--- src/rtl/bus_port_pkg.sv ---
// Shared definitions for the bus endpoint FIFO: ID width, destination
// extraction and the RX accept classification.
package bus_port_pkg;

  localparam int ID_W = 8;

  typedef enum logic [1:0] {
    ACC_OK,
    ACC_FULL,
    ACC_MIS
  } rx_acc_e;

  // Packets are passed zero-extended to 64 bits; msb is the packet's top bit index.
  function automatic logic [ID_W-1:0] dest_of(input logic [63:0] pkt, input logic [5:0] msb);
    return pkt[msb -: ID_W];
  endfunction

endpackage

--- src/rtl/sync_fifo.sv ---
// Single-clock show-ahead FIFO; simultaneous read and write are legal at any
// fill level, and a read while empty is ignored.
module sync_fifo #(
  parameter int W     = 24,
  parameter int DEPTH = 16
) (
  input  logic                   clk,
  input  logic                   reset,
  input  logic                   wr,
  input  logic                   rd,
  input  logic [W-1:0]           din,
  output logic [W-1:0]           dout,
  output logic                   full,
  output logic                   empty,
  output logic [$clog2(DEPTH):0] count
);

  localparam int AW = $clog2(DEPTH);
  localparam int CW = AW + 1;

  logic [W-1:0]  mem [DEPTH];
  logic [AW-1:0] wr_ptr;
  logic [AW-1:0] rd_ptr;
  logic          do_rd;
  logic          do_wr;

  // A write into a full FIFO only lands when the head leaves in the same cycle.
  assign do_rd = rd & ~empty;
  assign do_wr = wr & (~full | do_rd);

  assign empty = (count == '0);
  assign full  = (count == CW'(DEPTH));
  assign dout  = empty ? '0 : mem[rd_ptr];

  always_ff @(posedge clk) begin
    if (!reset) begin
      wr_ptr <= '0;
      rd_ptr <= '0;
      count  <= '0;
    end else begin
      if (do_wr) wr_ptr <= wr_ptr + AW'(1);
      if (do_rd) rd_ptr <= rd_ptr + AW'(1);
      case ({do_wr, do_rd})
        2'b10:   count <= count + CW'(1);
        2'b01:   count <= count - CW'(1);
        default: count <= count;
      endcase
    end
  end

  always_ff @(posedge clk) begin
    if (do_wr) mem[wr_ptr] <= din;
  end

endmodule

--- src/rtl/bus_port_fifo.sv ---
// Device-side endpoint for one bus driver port: TX FIFO toward the bus and a
// destination-filtered RX FIFO toward the device, with drop/overflow tracking.
module bus_port_fifo
  import bus_port_pkg::*;
#(
  parameter int              PKG_SZ    = 24,
  parameter int              DEPTH     = 16,
  parameter logic [ID_W-1:0] PORT_ID   = 8'h00,
  parameter logic [ID_W-1:0] BROADCAST = 8'h03
) (
  input  logic              clk,
  input  logic              reset,
  input  logic              host_wr,
  input  logic [PKG_SZ-1:0] host_din,
  output logic              host_full,
  output logic              host_ovf,
  output logic              pndng,
  input  logic              pop,
  output logic [PKG_SZ-1:0] D_pop,
  input  logic              push,
  input  logic [PKG_SZ-1:0] D_push,
  output logic              rx_vld,
  input  logic              rx_rdy,
  output logic [PKG_SZ-1:0] rx_data,
  output logic [7:0]        rx_drop_cnt,
  output logic [7:0]        rx_mis_cnt
);

  logic                   tx_full;
  logic                   tx_empty;
  logic [$clog2(DEPTH):0] tx_count;
  logic                   rx_full;
  logic                   rx_empty;
  logic [$clog2(DEPTH):0] rx_count;
  logic [ID_W-1:0]        dest;
  rx_acc_e                rx_acc;
  logic                   rx_store;
  logic                   unused_counts;

  assign unused_counts = ^{tx_count, rx_count};

  sync_fifo #(.W(PKG_SZ), .DEPTH(DEPTH)) u_tx_fifo (
    .clk   (clk),
    .reset (reset),
    .wr    (host_wr),
    .rd    (pop),
    .din   (host_din),
    .dout  (D_pop),
    .full  (tx_full),
    .empty (tx_empty),
    .count (tx_count)
  );

  assign pndng     = ~tx_empty;
  assign host_full = tx_full;

  assign dest = dest_of(64'(D_push), 6'(PKG_SZ - 1));

  // A full RX FIFO still takes the packet when the device drains the head this cycle.
  always_comb begin
    rx_acc = ACC_OK;
    if (dest != PORT_ID && dest != BROADCAST)
      rx_acc = ACC_MIS;
    else if (rx_full && !(rx_rdy && rx_vld))
      rx_acc = ACC_FULL;
  end

  assign rx_store = push && (rx_acc == ACC_OK);

  sync_fifo #(.W(PKG_SZ), .DEPTH(DEPTH)) u_rx_fifo (
    .clk   (clk),
    .reset (reset),
    .wr    (rx_store),
    .rd    (rx_rdy),
    .din   (D_push),
    .dout  (rx_data),
    .full  (rx_full),
    .empty (rx_empty),
    .count (rx_count)
  );

  assign rx_vld = ~rx_empty;

  // Overflow is flagged only when a write is actually lost; counters stick at 8'hFF.
  always_ff @(posedge clk) begin
    if (!reset) begin
      host_ovf    <= 1'b0;
      rx_drop_cnt <= 8'd0;
      rx_mis_cnt  <= 8'd0;
    end else begin
      if (host_wr && tx_full && !pop)
        host_ovf <= 1'b1;
      if (push && rx_acc == ACC_FULL && rx_drop_cnt != 8'hFF)
        rx_drop_cnt <= rx_drop_cnt + 8'd1;
      if (push && rx_acc == ACC_MIS && rx_mis_cnt != 8'hFF)
        rx_mis_cnt <= rx_mis_cnt + 8'd1;
    end
  end

endmodule

--- config.mk ---
export PLATFORM = sky130hd
export DESIGN_NAME = bus_port_fifo
export DESIGN_NICKNAME = d
export VERILOG_FILES = /design/src/rtl/bus_port_pkg.sv /design/src/rtl/sync_fifo.sv /design/src/rtl/bus_port_fifo.sv
export SDC_FILE = /design/constraint.sdc
export NUM_CORES = 1
export LEC_CHECK = 0
export BUFFER_PORTS_ARGS = -buffer_cell sky130_fd_sc_hd__buf_2
export CAP_MARGIN = 20
export CORE_MARGIN = 2
export CORE_UTILIZATION = 60
export DETAILED_ROUTE_END_ITERATION = 10
export GPL_TIMING_DRIVEN = 0
export PLACE_DENSITY = 0.83
export SETUP_SLACK_MARGIN = 0.02
export SYNTH_ARGS = -nofsm -noshare
export SYNTH_HDL_FRONTEND = slang
export SYNTH_SLANG_ARGS = --single-unit
--- constraint.sdc ---
create_clock -name clk -period 4.8 [get_ports clk]
set_input_delay 0.24 -clock clk [delete_from_list [all_inputs] [get_ports clk]]
set_output_delay 0.24 -clock clk [all_outputs]
set_load 0.05 [all_outputs]
* Word-level counts from Yosys, hierarchy flattened
Memory sizes are Yosys's and may differ from the RTL's. A register that Yosys moved wholly into a read port is not among the register bits.
Cells that the tools add are included.
** Word-level totals
- Register bits :: 43
- Bits of input ports :: 54
- Logic and storage cells :: 74
- Bits in writable memories :: 768
- Memories kept :: 2
- Output and inout port bits :: 68
** Memories
- u_rx_fifo.mem :: depth 16, width 24, rd ports 1, clocked after memory_dff 1, wr ports 1, line sync_fifo.sv:21 : logic [W-1:0] mem [DEPTH];
- u_tx_fifo.mem :: depth 16, width 24, rd ports 1, clocked after memory_dff 1, wr ports 1, line sync_fifo.sv:21
** Cells by class
- Equality and inequality tests :: 11
- Bitwise operators :: 10
- Muxes and demuxes :: 14
- Reduce and logical (&&, ||, !) cells :: 18
- Add/subtract/negate cells :: 10
** Operator list (count)
- 24-bit 2-to-1 mux :: 2
- 5-bit one-hot mux with 2 select lines :: 2
- 4-bit by 1-bit adder with 4-bit output (second input constant) :: 4
- 8-bit by 1-bit adder with 8-bit output (second input constant) :: 2
- 4-bit 2-to-1 mux :: 4
- 8-bit inequality test (second input constant) :: 2
- 5-bit by 1-bit adder with 5-bit output (second input constant) :: 2
- 5-bit equality test (second input constant) :: 2
- 1-bit logical AND :: 10
- 5-bit logical NOT :: 2
- 5-bit by 1-bit subtractor with 5-bit output (second input constant) :: 2
- 8-bit by 2-bit inequality test with 1-bit output (second input constant) :: 1
- 8-bit nonzero test :: 1
- 2-bit by 1-bit equality test with 1-bit output (second input constant) :: 3
- 2-bit equality test (second input constant) :: 3
- 1-bit 2-to-1 mux :: 5
- 1-bit AND :: 4
- 1-bit NOT :: 4
- 2-bit nonzero test :: 2
- 1-bit logical NOT :: 2
- 2-bit logical NOT :: 1
- 2-bit 2-to-1 mux :: 1
- 1-bit OR :: 2

* Depth between registers and ports, before layout
- Word-level depth :: 12
- Mapped depth :: 14
- Depth with buffers taken out :: 11

* Modules after synthesis
From an unflattened synthesis, not the netlist that was laid out.
** Second synthesis, totals
- Cells, all modules :: 1533
- Area, all modules :: 32138.3 sq um
** By module, submodules not included
- sync_fifo :: instances 2, sequential area each 11871.4 sq um, area each 15628.7 sq um, cells each 714
- bus_port_fifo :: instances 1, sequential area each 340.3 sq um, area each 880.8 sq um, cells each 105

* Worst setup path after synthesis
Ideal clock, no wire load.
- Path type :: register to register
- From :: reg u_tx_fifo.count[0]
- To :: mem u_tx_fifo.mem[1][0] (enable)
- Slack :: 1.077 ns
- Cell stages (with the launch flop) :: 6
- Period minus slack after synthesis :: 3.723 ns
- Library setup time :: 0.466 ns
- Buffers on the path :: 2
- Arrival time :: 3.257 ns
- Required time :: 4.334 ns
- Path through :: dfxtp_1 -> or4_1 -> buf_2 -> o21ai_2 -> buf_4 -> nor4_1
** On the way
- Word-level cells in the longest chain between the ends :: 7
- Elaborated cells on any way between the ends :: 9
- Classes of those cells :: 1 x eq/ne; 2 x mux; 5 x bitwise; 1 x reduce/logical
** Ends and longest elaborated chain
- start, declared :: line sync_fifo.sv:15 : output logic [$clog2(DEPTH):0] count
- start signal, assigned :: line sync_fifo.sv:44 : 2'b10: count <= count + CW'(1);
- start signal, assigned :: line sync_fifo.sv:45 : 2'b01: count <= count - CW'(1);
- start signal, assigned :: line sync_fifo.sv:46 : default: count <= count;
- 5-bit logical NOT :: line sync_fifo.sv:31 : assign empty = (count == '0);
- 1-bit NOT :: line sync_fifo.sv:28 : assign do_rd = rd & ~empty;
- 1-bit AND :: line sync_fifo.sv:28
- 1-bit OR (*) :: line sync_fifo.sv:29 : assign do_wr = wr & (~full | do_rd);
- 1-bit AND (*) :: line sync_fifo.sv:29
- 1-bit 2-to-1 mux (*) :: line sync_fifo.sv:52 : if (do_wr) mem[wr_ptr] <= din;
- 1-bit 2-to-1 mux (implied by the code) (*) :: line sync_fifo.sv:52
- end, declared :: line sync_fifo.sv:21
Every way passes the cells marked *; elsewhere a longest branch is shown, timed or not.

==> impl_metrics.env <==
export IMPL_final_util_pct=70.3
export IMPL_cts_sinks=819
export IMPL_whs_ns=0.00718
export IMPL_syn_to_final_growth_pct=15.6
export IMPL_antenna_left=0
export IMPL_cts_buffers=79
export IMPL_tritoncts="yes"
export IMPL_post_route_period_util_pct=83.4
export IMPL_synth_cell_types=58
export IMPL_ir_drop_mv=0.459
export IMPL_port_buffers=120
export IMPL_grt_pass1_wl_um=116000
export IMPL_start_kind="register"
export IMPL_grtUsageTotal_pct=28.8
export IMPL_fin_nets=1871
export IMPL_htreeDepth=3
export IMPL_worstPathArrival_ns=3.77
export IMPL_synth_seq_cells=819
export IMPL_vias_per_cell=6.77
export IMPL_crit_fanout=10
export IMPL_die_w_um=235
export IMPL_hold_violations=0
export IMPL_via_count=17265
export IMPL_yosys_area_share_adder_pct=0.766
export IMPL_drc=0
export IMPL_holdCritPathClass="input pin to register"
export IMPL_synth_mux_area_share_pct=17.0
export IMPL_rows=84
export IMPL_yosysTopAreaCell="edfxtp_1"
export IMPL_core_mm2=0.0527
export IMPL_grt_start_max_net_pins=25
export IMPL_worstMarginPinSlew_ns=1.05
export IMPL_syn_cell_area_mm2=0.0320
export IMPL_io_pins=122
export IMPL_antenna_found_initial=4
export IMPL_first_pass_iters=5
export IMPL_overflow=0
export IMPL_cts_setup_buffers=0
export IMPL_drv_cap=0
export IMPL_drtIter0Drc=2382
export IMPL_wire_per_inst_um=31.1
export IMPL_synth_top_family_by_area="multiplexers"
export IMPL_synth_compound_area_share_pct=2.50
export IMPL_crit_path_end_kind="output pin"
export IMPL_root_buffer="clkbuf_16"
export IMPL_gp_routability_congestion=0.779
export IMPL_finalPower_w=0.0165
export IMPL_synth_edff_count=768
export IMPL_fp_dieArea_mm2=0.0552
export IMPL_synth_top_cell_area_share_pct=72.0
export IMPL_synth_xor_area_share_pct=0.301
export IMPL_max_slew_margin_pct=30.1
export IMPL_clockBufferDepth=3
export IMPL_synth_simple_area_share_pct=2.73
export IMPL_grt_setup_unrepaired="false"
export IMPL_slew_viol_final=0
export IMPL_yosys_top_cells_area="edfxtp_1 72%, mux4_2 14%, mux2i_1 3.5%, dfxtp_1 3.2%, o22ai_1 0.96%"
export IMPL_cellLeakagePower_nw=11.8
export IMPL_synth_fp_nets=1596
export IMPL_crit_required_ns=4.56
export IMPL_p_per_area_mw_per_mm2=447
export IMPL_ys_warn_count=0
export IMPL_synth_flop_cell="edfxtp_1"
export IMPL_path_clk_slew_ns=0.06
export IMPL_fin_tns_setup_ns=0
export IMPL_clk_latency_ns=0.64
export IMPL_initial_core_util_pct=60.8
export IMPL_avgSynthCellArea_um2=21.0
export IMPL_status="completed"
export IMPL_holdBufCountCts=46
export IMPL_setup_viol=0
export IMPL_die_height_um=235
export IMPL_fmax_mhz=250
export IMPL_drt_wl_total_um=79300
export IMPL_criticalPathCategory="register to output pin"
export IMPL_synthCells=1523
export IMPL_period_needed_ns=4.01
export IMPL_grt_pass1_vias=17586
export IMPL_detailed_place_hpwl_um=43400
export IMPL_yosysSeqAreaShare_pct=75.2
export IMPL_async_flop_share_pct=0
export IMPL_drive_gt1_share_pct=28.9
export IMPL_cts_repair_resize_count=0
export IMPL_finClkSkew_ns=0.0259
[cells in the final DEF, fill, tap and decap left out, drive strengths merged, types with 5 or more instances in the layout]
cell         count
or4             11
mux2i          111
nand4            5
ha              18
o31ai           10
inv             19
clkinv          33
xor2             9
nor2            27
nand2b          10
nand2           20
nor3             7
nor4             8
clkbuf         137
or3              5
nand3           16
o21ai           12
bufinv           7
edfxtp         768
o21a             6
and2            12
nor2b            6
buf            196
dlygate4sd3     46
a21oi           20
o22ai           49
o211ai           5
and3            12
dfxtp           51
mux4           192
[synthesized netlist by cell type, types with 10 or more instances]
library cell / number
edfxtp_1: 768
nor2_1: 26
inv_1: 16
nand2b_1: 10
and3_1: 12
dfxtp_1: 51
mux4_2: 192
nand2_1: 19
ha_1: 18
o31ai_1: 10
o22ai_1: 49
buf_4: 14
nand3_1: 16
a21oi_1: 20
and2_1: 12
buf_2: 29
mux2i_1: 111
clkbuf_1: 37
[cell families (layout without fill, tap and decap cells)]
logic type,Yosys count,count (layout)
buf+inv,102,438
mux,303,303
xor+xnor,11,11
fa+ha+maj,19,19
other cells,0,2
compound gates,118,118
simple gates,151,151
flops,819,819
[path summary, 6_finish.rpt]
check,cells after the start,end,slack [ns],from
max,7,D_pop[19],0.79,register
min reg2reg,2,rx_mis_cnt[5]$_SDFFE_PN0P_,0.49,rx_mis_cnt[5]$_SDFFE_PN0P_
max reg2reg,13,u_rx_fifo.count[4]$_SDFFE_PN0P_,1.51,u_rx_fifo.count[4]$_SDFFE_PN0P_
min,3,host_ovf$_SDFFE_PN0P_,0.007,host_wr
[area by class of cell]
class                           instances  area (um^2)
Tap cell                              688          861
Timing Repair Buffer                  194         1470
Clock buffer                          100         2130
Clock inverter                         42          433
Multi-Input combinational cell        602         7550
Fill cell                            2921        15600
Sequential cell                       819        24100
Antenna cell                            2         5.00
Buffer                                 85          430
Inverter                               17         63.8
[report_power, final]
| part | internal, W | switching [W] | total (W) |
|---|---|---|---|
| combinational | 0.000782 | 0.00159 | 0.00237 |
| clock | 0.00354 | 0.00269 | 0.00623 |
| sequential | 0.00789 | 0.0000454 | 0.00794 |
[layer usage]
metal | vias up | share of wire, % | GRT usage [%]
li1 | 6912 | - | -
met1 | 8947 | 35 | 36.8
met2 | 1203 | 52 | 49.0
met3 | 199 | 9.4 | 5.85
met4 | 4 | 3.5 | 11.1
met5 | - | 0.026 | 0
[flip-flops by register name, indices dropped and copies added (netlist names), 5 cells and up, named ones only]
name	cells
rx_mis_cnt	8
u_rx_fifo.count	5
u_tx_fifo.count	5
rx_drop_cnt	8
u_tx_fifo.mem	384
u_rx_fifo.mem	384
[stage by stage]
step / setup slack [ns] / area (um^2) / cells
finish: 0.795 / 37000 / 2549
global route: 0.805 / 37000 / 2548
detailed placement: 1.20 / 34000 / 2358
CTS: 0.999 / 37000 / 2546
floorplan: 1.08 / 32000 / 1523
global placement: -1.50 / 33500 / 2331
[worst max-delay path: stages, from the launching register on]
cell and delay (ns):
dfxtp_1 0.32, clkbuf_1 0.27, clkbuf_1 0.76, buf_2 0.58, mux4_2 0.47, mux2i_1 0.29, o22ai_1 0.19, buf_2 0.25
No activity file was read; power rests on OpenSTA's default activity.
